## config.mk

```make
export PLATFORM = sky130hd
export DESIGN_NAME = ccu_txn_arbiter_flat
export DESIGN_NICKNAME = d
export VERILOG_FILES = /design/src/rtl/ccu_arb_pkg.sv /design/src/rtl/ccu_txn_arbiter_if.sv /design/src/rtl/ccu_rr_pick.sv /design/src/rtl/ccu_txn_arbiter.sv /design/src/flat_wrapper.sv
export SDC_FILE = /design/constraint.sdc
export NUM_CORES = 1
export LEC_CHECK = 0
export ABC_AREA = 1
export CAP_MARGIN = 0
export CORE_MARGIN = 2
export CORE_UTILIZATION = 45
export DETAILED_ROUTE_END_ITERATION = 12
export HOLD_SLACK_MARGIN = 0.15
export PLACE_DENSITY_LB_ADDON = 0.25
export SLEW_MARGIN = 20
export SYNTH_ARGS = -nofsm -noshare
export SYNTH_HDL_FRONTEND = slang
export SYNTH_SLANG_ARGS = --single-unit
export TNS_END_PERCENT = 20
```

## constraint.sdc

```tcl
create_clock -name clk_i -period 1.4 [get_ports clk_i]
set_clock_uncertainty 0.2 [all_clocks]
set_input_delay 0.28 -clock clk_i [delete_from_list [all_inputs] [get_ports clk_i]]
set_output_delay 0.28 -clock clk_i [all_outputs]
set_load 0.02 [all_outputs]
```

## src/rtl/ccu_arb_pkg.sv

```systemverilog
// Shared types and helpers for the CCU transaction arbiter.
// Holds the FSM state encoding and the select-index width rule.
package ccu_arb_pkg;

   typedef enum logic [1:0] {
      IDLE = 2'd0,
      REQ  = 2'd1,
      WAIT = 2'd2
   } arb_state_e;

   function automatic int idx_w(input int n);
      return (n <= 1) ? 1 : $clog2(n);
   endfunction

endpackage

```

## src/rtl/ccu_txn_arbiter_if.sv

```systemverilog
// Request/grant bundle between the core ACE ports, the arbiter and the CCU.
// The master modport is the arbiter side; slave is the core/CCU environment.
interface ccu_txn_arbiter_if
   import ccu_arb_pkg::*;
#(
   parameter  int NoPorts = 4,
   localparam int IdxW    = idx_w(NoPorts)
);

   logic [NoPorts-1:0] req_valid_i;
   logic [NoPorts-1:0] req_ready_o;
   logic               ccu_valid_o;
   logic               ccu_ready_i;
   logic               ccu_done_i;
   logic [IdxW-1:0]    sel_o;
   logic               sel_valid_o;
   logic               timeout_o;

   modport master (
      input  req_valid_i, ccu_ready_i, ccu_done_i,
      output req_ready_o, ccu_valid_o, sel_o, sel_valid_o, timeout_o
   );

   modport slave (
      output req_valid_i, ccu_ready_i, ccu_done_i,
      input  req_ready_o, ccu_valid_o, sel_o, sel_valid_o, timeout_o
   );

endinterface

```

## src/rtl/ccu_rr_pick.sv

```systemverilog
// Combinational round-robin picker: first set request at or after ptr, wrapping.
// Works on a doubled request vector whose low copy is masked below ptr.
module ccu_rr_pick
   import ccu_arb_pkg::*;
#(
   parameter  int NoPorts = 4,
   localparam int IdxW    = idx_w(NoPorts)
) (
   input  logic [NoPorts-1:0] req_i,
   input  logic [IdxW-1:0]    ptr_i,
   output logic [IdxW-1:0]    idx_o,
   output logic               any_o
);

   localparam int DblW = 2 * NoPorts;

   logic [DblW-1:0] dbl;
   logic            found;

   always_comb begin
      dbl = {req_i, req_i};
      for (int i = 0; i < NoPorts; i++) begin
         if (i < int'(ptr_i)) dbl[i] = 1'b0;
      end
      // A hit in the upper copy is a wrapped hit below ptr.
      idx_o = '0;
      found = 1'b0;
      for (int i = 0; i < DblW; i++) begin
         if (dbl[i] && !found) begin
            found = 1'b1;
            idx_o = IdxW'(i % NoPorts);
         end
      end
   end

   assign any_o = |req_i;

endmodule

```

## src/rtl/ccu_txn_arbiter.sv

```systemverilog
// Round-robin arbiter sharing the CCU request path among NoPorts cores.
// Grant is held from arbitration through CCU completion, with a completion watchdog.
module ccu_txn_arbiter
   import ccu_arb_pkg::*;
#(
   parameter int NoPorts       = 4,
   parameter int TimeoutCycles = 1024
) (
   input  logic               clk_i,
   input  logic               rst_i,
   ccu_txn_arbiter_if.master  bus
);

   localparam int IdxW = idx_w(NoPorts);
   localparam int CntW = $clog2(TimeoutCycles + 1);
   localparam logic [CntW-1:0] CntMax = CntW'(TimeoutCycles);
   localparam logic [IdxW-1:0] LastIdx = IdxW'(NoPorts - 1);

   if (NoPorts < 1 || NoPorts > 16) begin : g_bad_ports
      $error("ccu_txn_arbiter: NoPorts must be in 1..16");
   end
   if (TimeoutCycles < 1) begin : g_bad_timeout
      $error("ccu_txn_arbiter: TimeoutCycles must be >= 1");
   end

   arb_state_e          state_q, state_d;
   logic [IdxW-1:0]     ptr_q, ptr_d;
   logic [IdxW-1:0]     sel_q, sel_d;
   logic [CntW-1:0]     cnt_q, cnt_d;
   logic                sel_valid_q;
   logic [IdxW-1:0]     pick_idx;
   logic                pick_any;
   logic                ccu_valid;
   logic [NoPorts-1:0]  req_ready;
   logic                timeout;

   ccu_rr_pick #(
      .NoPorts (NoPorts)
   ) u_pick (
      .req_i (bus.req_valid_i),
      .ptr_i (ptr_q),
      .idx_o (pick_idx),
      .any_o (pick_any)
   );

   always_ff @(posedge clk_i) begin
      if (rst_i) begin
         state_q     <= IDLE;
         ptr_q       <= '0;
         sel_q       <= '0;
         cnt_q       <= '0;
         sel_valid_q <= 1'b0;
      end else begin
         state_q     <= state_d;
         ptr_q       <= ptr_d;
         sel_q       <= sel_d;
         cnt_q       <= cnt_d;
         sel_valid_q <= (state_d != IDLE);
      end
   end

   always_comb begin
      state_d   = state_q;
      ptr_d     = ptr_q;
      sel_d     = sel_q;
      cnt_d     = cnt_q;
      ccu_valid = 1'b0;
      req_ready = '0;
      timeout   = 1'b0;
      case (state_q)
         IDLE: begin
            if (pick_any) begin
               sel_d   = pick_idx;
               state_d = REQ;
            end
         end
         REQ: begin
            // A done arriving with the handshake belongs to nothing yet; ignore it.
            ccu_valid = 1'b1;
            if (bus.ccu_ready_i) begin
               for (int i = 0; i < NoPorts; i++) begin
                  req_ready[i] = (IdxW'(i) == sel_q);
               end
               state_d = WAIT;
               cnt_d   = '0;
            end
         end
         WAIT: begin
            if (bus.ccu_done_i) begin
               state_d = IDLE;
               cnt_d   = '0;
               ptr_d   = (sel_q == LastIdx) ? '0 : sel_q + IdxW'(1);
            end else if (cnt_q != CntMax) begin
               cnt_d   = cnt_q + CntW'(1);
               timeout = (cnt_q == CntMax - CntW'(1));
            end
         end
         default: state_d = IDLE;
      endcase
   end

   assign bus.ccu_valid_o = ccu_valid;
   assign bus.req_ready_o = req_ready;
   assign bus.sel_o       = sel_q;
   assign bus.sel_valid_o = sel_valid_q;
   assign bus.timeout_o   = timeout;

   // The cycle right after reset is exempt: the CCU may still finish a flushed transaction.
   a_done_only_in_wait: assert property (@(posedge clk_i) disable iff (rst_i)
      bus.ccu_done_i |-> (state_q == WAIT) || $past(rst_i))
      else $error("ccu_txn_arbiter: ccu_done_i outside WAIT");

   a_req_held_in_req: assert property (@(posedge clk_i) disable iff (rst_i)
      (state_q == REQ) |-> bus.req_valid_i[sel_q])
      else $error("ccu_txn_arbiter: granted request dropped before ready");

endmodule

```

## src/flat_wrapper.sv

```systemverilog
// flat-port wrapper written by rule: the top's interface ports become plain ports
module ccu_txn_arbiter_flat import ccu_arb_pkg::*;
#(
   parameter int NoPorts       = 4,
   parameter int TimeoutCycles = 1024
)
  (clk_i, rst_i, bus_req_valid_i, bus_ccu_ready_i, bus_ccu_done_i, bus_req_ready_o, bus_ccu_valid_o, bus_sel_o, bus_sel_valid_o, bus_timeout_o);
  ccu_txn_arbiter_if #(.NoPorts(NoPorts)) bus_i ();
  input  logic clk_i;
  input  logic rst_i;
  input wire logic [$bits(bus_i.req_valid_i)-1:0] bus_req_valid_i;
  input wire logic [$bits(bus_i.ccu_ready_i)-1:0] bus_ccu_ready_i;
  input wire logic [$bits(bus_i.ccu_done_i)-1:0] bus_ccu_done_i;
  output wire logic [$bits(bus_i.req_ready_o)-1:0] bus_req_ready_o;
  output wire logic [$bits(bus_i.ccu_valid_o)-1:0] bus_ccu_valid_o;
  output wire logic [$bits(bus_i.sel_o)-1:0] bus_sel_o;
  output wire logic [$bits(bus_i.sel_valid_o)-1:0] bus_sel_valid_o;
  output wire logic [$bits(bus_i.timeout_o)-1:0] bus_timeout_o;
  assign bus_i.req_valid_i = bus_req_valid_i;
  assign bus_i.ccu_ready_i = bus_ccu_ready_i;
  assign bus_i.ccu_done_i = bus_ccu_done_i;
  assign bus_req_ready_o = bus_i.req_ready_o;
  assign bus_ccu_valid_o = bus_i.ccu_valid_o;
  assign bus_sel_o = bus_i.sel_o;
  assign bus_sel_valid_o = bus_i.sel_valid_o;
  assign bus_timeout_o = bus_i.timeout_o;
  ccu_txn_arbiter #(.NoPorts(NoPorts), .TimeoutCycles(TimeoutCycles)) u_core (.clk_i(clk_i), .rst_i(rst_i), .bus(bus_i));
endmodule
```

==> run metrics, run 1 <==
post-layout total power 1.26 mW; worst-case vdd ir drop 0.000750 V; initial antenna violation count 0; initial detailed-routing violation count 100; setup slack of the worst register-to-register path -490 ps; hold-fix buffer count after cts 0; post-synthesis average cell area 6.76 µm²; critical setup path kind flop to output pin; TritonCTS clock tree done; Final Hold Slack 262 ps; initial core utilization 0.466; critical path cell sequence ha_4, nand3_4, nor2_4, nand4_1, inv_2, buf_6; switching power 0.406 mW; Core Util, Final 0.791; sequential area share after synthesis 0.285; Post-Layout Cell Count 290; critical path launch point type flop; setup repair after global routing missed its margin true; average detailed-routed wire length per instance 15.8 µm; global-route usage over all layers 0.248; Die X 57.0 µm; vertical die dimension 57.0 µm; stage delay of the slowest cell on the critical path 380 ps; Total Nets Final 274; post-route minimum period 1900 ps; switching share of total power 0.323; post-place instance area 1790 µm²; Antenna Diode Count 0; static leakage 0.979 nW; Worst Hold Depth 6; transition time of the tightest slew-check pin 316 ps; Root Driver sky130_fd_sc_hd__clkbuf_4; Worst Path Required 920 ps; post-synthesis to final-layout area growth 69.6%; Internal 0.851 mW; slowest cell on the critical path sky130_fd_sc_hd__dfxtp_2; Placement Rows 19; endpoints failing hold 0; Max Clock Freq 526 MHz; antenna-violating nets left 0; failing checks setup timing; total length of routed wires 4.57 mm; H-tree Lvls 1; commonest non-fill, non-tap cell in the layout sky130_fd_sc_hd__buf_4; Setup TNS -5460 ps; max-slew headroom at the worst pin 0.789; Setup WS pre-CTS -831 ps; total standard cell area after synthesis 1260 µm²; number of max-capacitance violations reported 0; Syn Nets 201; Sequential Power Share 0.435; number of storage elements in the synthesis netlist 18; Min-Delay Path Class input port to flop; count of cell types in the netlist 32; first-pass iteration count of the detailed router 4; final critical-path share of the clock period 1.36; port bufs 16; cell count of the worst reg-to-reg path 13; cell count after synthesis 187; via count of the routed design 1608; Worst Path Max Fanout 2; maximum number of pins on one net before global-route repair 12; vias in the first global route 1532; Critical Path Sink Type output pin; placeable core region 2710 µm²; total congestion overflow 0; PD cells 586 nW/µm²; clock transition at the registers of the reported paths 120 ps; layout cell share with drive strength beyond 1 0.525; number of buffers created by CTS 3; share of power burned in the clock network 0.278; number of remaining DRC errors 0; Avg Vias per Cell 5.54; outcome finished, violations left; fraction of power consumed by combinational cells 0.287; Non-Filler Cell Area, Final 2140 µm²; die area 3250 µm²; maximum number of buffers from clock root to sink 2; CTS Sinks 18; Detail Placement HPWL 2.80 mm; setup slack after layout -500 ps; Warnings, synthesis 0; number of failing setup endpoints in the final timing report 19; number of placed instances, taps included 273; worst endpoint data arrival time 1420 ps; clock network latency to the later pin of the worst-skew pair 310 ps; I/O pin count 17; first-pass GRT wire length 6.44 mm; final max-slew violation count 0; weighted congestion at the end of routability-driven global placement 0.900; commonest cells after routing, fill and taps aside 46 x sky130_fd_sc_hd__buf_4, 28 x sky130_fd_sc_hd__nand2_1, 19 x sky130_fd_sc_hd__nand3_1
path summary, 6_finish.rpt:
path	startpoint	to
min	bus_req_valid_i[2]	u_core.bus.sel_o[1]
min reg2reg	u_core.ptr_q[0]	u_core.ptr_q[0]
max	u_core.cnt_q[0]	bus_timeout_o
max reg2reg	u_core.cnt_q[0]	u_core.cnt_q[10]
kinds of logic (layout without fill, tap and decap cells):
group | count (synthesis) | count (layout) | synth area share
and+or+nand+nor | 103 | 103 | 0.408
adders and majority gates | 6 | 6 | 0.0594
DFF | 18 | 18 | 0.285
buffers and inverters | 35 | 106 | 0.122
AOI/OAI and AO/OA | 25 | 26 | 0.126
cells in the mapped netlist (all sizes together):
library cell	instances	share of area
nand2	35	0.11
inv	31	0.094
nand3	27	0.11
nor2	24	0.098
dfxtp	18	0.29
a21oi	15	0.062
nand4	12	0.064
ha	6	0.059
a21o	3	0.019
o21ai	3	0.021
a211oi	2	0.012
buf	2	0.018
nor3	2	0.0079
or2	2	0.0099
and2	1	0.0050
clkbuf	1	0.0030
dlygate4sd1	1	0.0069
o211ai	1	0.0059
o21bai	1	0.0059
final cells by class:
type | instances | area, µm²
fillers | 181 | 567
repair buffers | 71 | 619
multi-input cells | 135 | 957
clock buffers | 4 | 36.3
well taps | 31 | 38.8
flip-flops and latches | 18 | 368
inverters | 31 | 124
power groups by stage:
| stage | logic (mW) | clock network [mW] | registers, mW |
|---|---|---|---|
| 2_1_floorplan | 0.142 | 0 | 0.567 |
| 3_3_place_gp | 0.294 | 0 | 0.554 |
| 3_5_place_dp | 0.306 | 0 | 0.555 |
| 4_1_cts | 0.320 | 0.340 | 0.546 |
| 5_1_grt | 0.384 | 0.363 | 0.550 |
| 6_report | 0.360 | 0.350 | 0.547 |
timing repair:
item / in CTS / in global routing
hold endpoints to repair: 0 / 0
gates resized for setup: 65 / 47
buffers inserted: 9 / 4
gates cloned: 0 / 1
endpoints found under the setup margin: 23 / 24
pin swaps: 7 / 14
worst max-delay path, delay by kind of cell, from the launching register on:
kind          cells  cell delay (ps)
simple gates      3              360
buf+inv           2              200
fa+ha+maj         1              160
flops             1              380
registers in the layout, summed over array words and instances (netlist names):
name and flops:
u_core.bus.sel_o 2, u_core.cnt_q 11, u_core.state_q 2, u_core.ptr_q 2, u_core.bus.sel_valid_o 1
layer usage:
metal / vias up / share of wire / GRT usage / wire, µm
met4: 0 / 0.015 / 0.126 / 70
met5: - / 0 / 0 / 0
met2: 54 / 0.57 / 0.479 / 2590
met3: 12 / 0.044 / 0.0317 / 202
met1: 780 / 0.37 / 0.259 / 1710
li1: 762 / - / - / -
No activity file was read; power rests on OpenSTA's default activity.
==> run 2: changes to the inputs <==
- PLACE_DENSITY: not set -> 0.7
- PLACE_DENSITY_LB_ADDON: 0.25 -> not set
==> run 2 against run 1 <==
Effect of this change:
- the flow still finishes with violations (setup timing)
- worst setup slack better by 32 ps
- sequential cell count is the same
- sequential share of layout area is 0.95 points higher
- critical path type unchanged
- via count fell by 4.1%
- routed wire length decreased by 6.6%
- count of clock-buffer cells in the layout unchanged
- global-route usage increased by 0.24 points
- first-iteration DRC count down 48%
- maximum frequency grew 1.7%
- critical path depth did not move
- largest cell class unchanged
- core utilization fell by 2.9 points
==> run metrics, run 2 (synthesis results as in run 1) <==
outcome finished, violations left; failing checks setup timing; Antenna Diode Count 0 (unchanged); number of buffers created by CTS 3 (unchanged); routed wire length on met2 2.08 mm (-20%); Worst Path Required 920 ps (about the same); highest layer used for signal routing met4; critical path launch point type flop; endpoints failing hold 0 (unchanged); Total Nets Final 268 (-2.2%); initial antenna violation count 0 (unchanged); setup repair after global routing missed its margin true; die area 3250 µm² (unchanged); Seq. cell area 374 µm² (+1.7%); Placement Rows 19 (unchanged); transition time of the tightest slew-check pin 238 ps (-78.0 ps); first-pass GRT wire length 6.38 mm (-1.1%); antenna-violating nets left 0 (unchanged); placeable core region 2710 µm² (unchanged); final max-slew violation count 0 (unchanged); stage delay of the slowest cell on the critical path 370 ps (about the same); H-tree Lvls 1 (unchanged); global-route usage over all layers 0.251 (+0.00236); fraction of power consumed by combinational cells 0.278 (-0.009); post-route minimum period 1870 ps (-31.9 ps); cell count of the worst reg-to-reg path 12 (-1); I/O pin count 17 (unchanged); number of remaining DRC errors 0 (unchanged); Worst Path Max Fanout 2 (unchanged); port bufs 16 (unchanged); TritonCTS clock tree done; static leakage 0.926 nW (-5.4%); Layout fillers 177 (-2.2%); share of power burned in the clock network 0.278 (about the same); vertical die dimension 57.0 µm (unchanged); slowest cell on the critical path sky130_fd_sc_hd__dfxtp_2; clock network latency to the later pin of the worst-skew pair 310 ps (about the same); average detailed-routed wire length per instance 15.0 µm (-4.6%); Detail Placement HPWL 2.60 mm (-7.2%); post-synthesis to final-layout area growth 63.5%; number of failing setup endpoints in the final timing report 18 (-1); total congestion overflow 0 (unchanged); worst endpoint data arrival time 1390 ps (-30 ps); switching power 0.395 mW (-2.6%); switching share of total power 0.320 (-0.00272); total length of routed wires 4.27 mm (-6.6%); final critical-path share of the clock period 1.33 (-0.0228); Internal 0.839 mW (-1.3%); register containing the most flip-flops in the final layout u_core.cnt_q; Critical Path Sink Type output pin; Sequential Power Share 0.444 (+0.009); metal1 wirelength 1.76 mm (+2.8%); PD cells 598 nW/µm² (+2.0%); multi-input combinational cell area 922 µm² (-3.7%); routed length on met3 220 µm (+8.9%); initial core utilization 0.466 (unchanged); Setup TNS -4510 ps (+953 ps); maximum number of buffers from clock root to sink 2 (unchanged); layout cell share with drive strength beyond 1 0.474 (-0.0508); max-slew headroom at the worst pin 0.840 (+0.0515); number of max-capacitance violations reported 0 (unchanged); Avg Vias per Cell 5.43 (-2.1%); max reg flops 11 (unchanged); Root Driver sky130_fd_sc_hd__clkbuf_4; critical path cell sequence ha_4, nand3_4, nor2_4, nand4_1, inv_2, buf_6; via count of the routed design 1542 (-4.1%); Max Clock Freq 535 MHz (+1.7%); hold-fix buffer count after cts 0 (unchanged); clock transition at the registers of the reported paths 120 ps (about the same); maximum number of pins on one net before global-route repair 12 (unchanged); Die X 57.0 µm (unchanged); first-pass iteration count of the detailed router 4 (unchanged); commonest cells after routing, fill and taps aside 41 x sky130_fd_sc_hd__buf_4, 32 x sky130_fd_sc_hd__nand2_1, 20 x sky130_fd_sc_hd__inv_1, 20 x sky130_fd_sc_hd__nand3_1, 16 x sky130_fd_sc_hd__buf_6; Min-Delay Path Class input port to flop; Final Hold Slack 207 ps (-55.4 ps); critical setup path kind flop to output pin; CTS Sinks 18 (unchanged); worst-case vdd ir drop 0.000544 V (-27%); commonest non-fill, non-tap cell in the layout sky130_fd_sc_hd__buf_4; weighted congestion at the end of routability-driven global placement 0.877 (-2.6%); setup slack after layout -468 ps (+31.9 ps); Worst Hold Depth 5 (-1); vias in the first global route 1460 (-4.7%); initial detailed-routing violation count 52 (-48%)
-- run 2: cell types whose count changed in the layout (fill, tap and decap cells not counted), sizes merged --
| cell | previous run | this run |
|---|---|---|
| clkdlybuf4s50 | 4 | 5 |
| buf | 63 | 57 |
| dlymetal6s2s | 2 | 1 |
-- run 2: final timing paths --
kind                           start             endpoint  slack, ps
hold reg to reg      u_core.ptr_q[0]      u_core.ptr_q[0]        320
setup reg to reg     u_core.cnt_q[1]     u_core.cnt_q[10]       -380
setup / recovery     u_core.cnt_q[0]        bus_timeout_o       -470
hold / removal    bus_req_valid_i[1]  u_core.bus.sel_o[0]        210
-- run 2: per-stage QoR --
stage,worst slack [ps],power (mW),area [µm²],utilization,cells
after floorplan,-109,0.709,1300,-,187
after global placement,-800,0.841,1760,0.648,269
after detailed placement,-830,0.847,1760,0.648,269
after CTS,-436,1.21,1970,0.725,283
after global routing,-510,1.28,2070,0.762,284
final,-468,1.23,2070,0.762,284
-- run 2: repair_timing --
item,in CTS,in global routing
resized for setup,74,26
setup buffers,10,1
cloned,0,1
setup endpoints to repair,23,25
pin swaps,10,16
-- run 2: final cells by class --
type,instances,share of cell area
clock buffers,4,0.0176
well taps,31,0.0188
multi-input cells,135,0.446
flip-flops and latches,18,0.181
inverters,31,0.0600
repair buffers,65,0.276
-- run 2: critical path: cells and delay by family (launching register included) --
family / cells / cell delay [ps]
flops: 1 / 370
buf+inv: 2 / 200
fa+ha+maj: 1 / 160
simple gates: 3 / 350
-- run 2: power by group through the flow --
stage                     registers (mW)  clock network (mW)  logic [mW]
after floorplan                    0.567                   0       0.142
after global placement             0.554                   0       0.286
after detailed placement           0.556                   0       0.292
after CTS                          0.546               0.350       0.313
after global routing               0.550               0.357       0.372
final                              0.548               0.343       0.343
-- run 2: routing by layer --
| layer | track usage | vias to the layer above |
|---|---|---|
| met5 | 0 | - |
| met4 | 0.0930 | 0 |
| met3 | 0.0249 | 25 |
| met2 | 0.425 | 56 |
| met1 | 0.330 | 710 |
| li1 | - | 751 |
==> run 3: changes to the inputs <==
- ABC_AREA: 1 -> not set
- PLACE_DENSITY: 0.7 -> 0.72
- RECOVER_POWER: not set -> 50
==> run 3 against run 2 <==
Effect of this change:
- the flow still finishes with violations (setup timing)
- via count shrank 28%
- sequential power decreased by 1%
- count of clock-buffer cells in the layout is the same
- synthesized area is 18% lower
- clock power fell by 3%
- critical endpoint unchanged
==> run metrics, run 3 <==
maximum number of pins on one net before global-route repair 11 (-1); top-count cell post-synth sky130_fd_sc_hd__dfxtp_1; max reg flops 11 (unchanged); transition time of the tightest slew-check pin 260 ps (+21.7 ps); hold-fix buffer count after cts 0 (unchanged); final critical-path share of the clock period 1.43 (+0.0995); met3 global-route usage 0.0345 (+0.00954); post-synthesis average cell area 8.60 µm² (+27%); number of buffer and inverter stages on the critical path 1 (-1); critical setup path kind flop to output pin; global-route layer with the greatest usage met2; Critical Path Sink Type output pin; H-tree Lvls 1 (unchanged); setup slack after layout -608 ps (-139 ps); worst endpoint data arrival time 1530 ps (+140 ps); worst-case vdd ir drop 0.000729 V (+34%); slowest cell on the critical path sky130_fd_sc_hd__dfxtp_2; number of remaining DRC errors 0 (unchanged); PD cells 680 nW/µm² (+14%); area share of the largest cell type after synthesis 0.346 (+0.0610); post-place instance area 1500 µm² (-15%); layout cell share with drive strength beyond 1 0.491 (+0.0171); number of buffers created by CTS 3 (unchanged); max-slew headroom at the worst pin 0.825 (-0.0155); vertical die dimension 52.1 µm (-8.6%); synth cell count leaders 18 x sky130_fd_sc_hd__dfxtp_1, 14 x sky130_fd_sc_hd__nor2_1, 11 x sky130_fd_sc_hd__inv_1; vias in the first global route 1034 (-29%); initial detailed-routing violation count 27 (-48%); via count of the routed design 1115 (-28%); ranking of synthesized cells by area sky130_fd_sc_hd__dfxtp_1 35%, sky130_fd_sc_hd__ha_1 7.2%, sky130_fd_sc_hd__nor2_1 5.0%; outcome finished, violations left; Total Nets Final 190 (-29%); global-route usage over all layers 0.237 (-0.0142); commonest non-fill, non-tap cell in the layout sky130_fd_sc_hd__buf_4; first-pass GRT wire length 4.70 mm (-26%); total standard cell area after synthesis 1040 µm² (-18%); number of max-capacitance violations reported 0 (unchanged); average detailed-routed wire length per instance 14.3 µm (-5.1%); Antenna Diode Count 0 (unchanged); CTS Sinks 18 (unchanged); Min-Delay Path Class input port to flop; count of cell types in the netlist 37 (+16%); clock network latency to the later pin of the worst-skew pair 300 ps (about the same); Placement Rows 17 (-2); met1 usage in global routing 0.314 (-0.0163); first-pass iteration count of the detailed router 4 (unchanged); Syn Nets 135 (-33%); stage delay of the slowest cell on the critical path 370 ps (about the same); weighted congestion at the end of routability-driven global placement 0.791 (-9.8%); TritonCTS clock tree done; asr flop ratio synth 0 (unchanged); static leakage 0.702 nW (-24%); Max Clock Freq 498 MHz (-6.9%); maximum number of buffers from clock root to sink 2 (unchanged); Worst Path Required 920 ps (about the same); number of failing setup endpoints in the final timing report 20 (+2); Final Hold Slack 187 ps (-20.2 ps); commonest cells after routing, fill and taps aside 31 x sky130_fd_sc_hd__buf_4, 12 x sky130_fd_sc_hd__dfxtp_1, 10 x sky130_fd_sc_hd__buf_6; Non-Filler Cell Area, Final 1670 µm² (-19%); port bufs 16 (unchanged); Root Driver sky130_fd_sc_hd__clkbuf_4; Avg Vias per Cell 5.49 (+1.2%); post-route minimum period 2010 ps (+139 ps); total congestion overflow 0 (unchanged); cell count after synthesis 121 (-35%); final max-slew violation count 0 (unchanged); register containing the most flip-flops in the final layout u_core.cnt_q; global routing usage on met2 0.373 (-0.0519); number of synthesized flops with an enable pin 0 (unchanged); total length of routed wires 2.90 mm (-32%); clock transition at the registers of the reported paths 110 ps (about the same); critical path launch point type flop; sequential area share after synthesis 0.346 (+0.0610); post-synthesis to final-layout area growth 60.8%; placeable core region 2190 µm² (-19%); Warnings, synthesis 0 (unchanged); Core Util, Final 0.764 (+0.00190); Detail Placement HPWL 2.06 mm (-21%); die area 2710 µm² (-16%); library cell with the largest summed area after synthesis sky130_fd_sc_hd__dfxtp_1; I/O pin count 17 (unchanged); ys flop type sky130_fd_sc_hd__dfxtp_1; initial core utilization 0.475 (+0.00886); kind of cell adding the most delay to the critical path simple AND/OR/NAND/NOR gates; setup repair after global routing missed its margin true; endpoints failing hold 0 (unchanged); initial antenna violation count 0 (unchanged); Worst Path Max Fanout 2 (unchanged); number of storage elements in the synthesis netlist 18 (unchanged); failing checks setup timing; antenna-violating nets left 0 (unchanged); Die X 52.1 µm (-8.6%); critical path cell sequence ha_4, nand4_1, nor3_2, nand2_1, nor2_4, buf_6
run 3: changes by cell type in the layout (fill, tap and decap cells not counted), moves of 6 or more:
| cell | delta |
|---|---|
| sky130_fd_sc_hd__buf_4 | -10 |
| sky130_fd_sc_hd__buf_6 | -6 |
| sky130_fd_sc_hd__inv_1 | -13 |
| sky130_fd_sc_hd__inv_2 | -6 |
| sky130_fd_sc_hd__nand2_1 | -27 |
| sky130_fd_sc_hd__nand3_1 | -17 |
| sky130_fd_sc_hd__nand3_2 | -6 |
| sky130_fd_sc_hd__nand4_1 | -8 |
| sky130_fd_sc_hd__nor2_4 | -7 |
run 3: worst paths after layout:
kind	to	cells after the start	from	slack, ps
worst min register to register	u_core.ptr_q[0]	2	u_core.ptr_q[0]	300
worst max register to register	u_core.cnt_q[1]	7	u_core.cnt_q[0]	-450
worst max-delay path	bus_timeout_o	6	u_core.cnt_q[1]	-610
worst min-delay path	u_core.state_q[0]	3	bus_ccu_ready_i	190
run 3: metrics by stage:
| step | cells | setup TNS [ps] | power, mW | setup slack (ps) |
|---|---|---|---|---|
| finish | 203 | -5630 | 1.14 | -608 |
| global route | 203 | -6720 | 1.18 | -716 |
| CTS | 200 | -5350 | 1.14 | -628 |
| detailed placement | 194 | -11970 | 0.777 | -834 |
| global placement | 194 | -11190 | 0.770 | -792 |
| floorplan | 121 | -1300 | 0.657 | -263 |
run 3: layer usage:
metal,wire (µm),part of all wire
met1,1320,0.46
met2,1440,0.50
met3,75,0.026
met4,58,0.020
met5,0,0
run 3: area by class of cell:
class / count / area [µm²]
clock buffer: 4 / 36.3
fill: 145 / 517
inverter: 11 / 46.3
multi-input combinational: 89 / 736
sequential: 18 / 370
tap: 28 / 35.0
timing repair buffer: 53 / 450
run 3: timing repair:
action / 4_1_cts / 5_1_grt
endpoints found under the setup margin: 23 / 24
buffers inserted: 2 / 3
pin swaps: 7 / 6
resized for setup: 67 / 13
run 3: power by group:
part | switching [mW] | total [mW] | leakage (nW) | internal (mW)
registers | 0.0126 | 0.540 | 0.149 | 0.527
clock network | 0.174 | 0.333 | 0.0210 | 0.159
logic | 0.127 | 0.265 | 0.532 | 0.139
total | 0.313 | 1.14 | 0.702 | 0.825
run 3: cells by family (layout without fill, tap and decap cells):
family	after synthesis	count (layout)	synth area share
XOR/XNOR	5	5	0.0421
buffers and inverters	14	68	0.0649
AND/OR/NAND/NOR	50	50	0.275
adder cells (fa/ha/maj)	6	6	0.0721
AO/OA/AOI/OAI	27	27	0.190
multiplexers	1	1	0.00962
flip-flops	18	18	0.346
run 3: worst min-delay path, stage by stage:
cell	delay [ps]
sky130_fd_sc_hd__dlygate4sd2_1	210
sky130_fd_sc_hd__nand2b_1	110
sky130_fd_sc_hd__a21oi_1	60
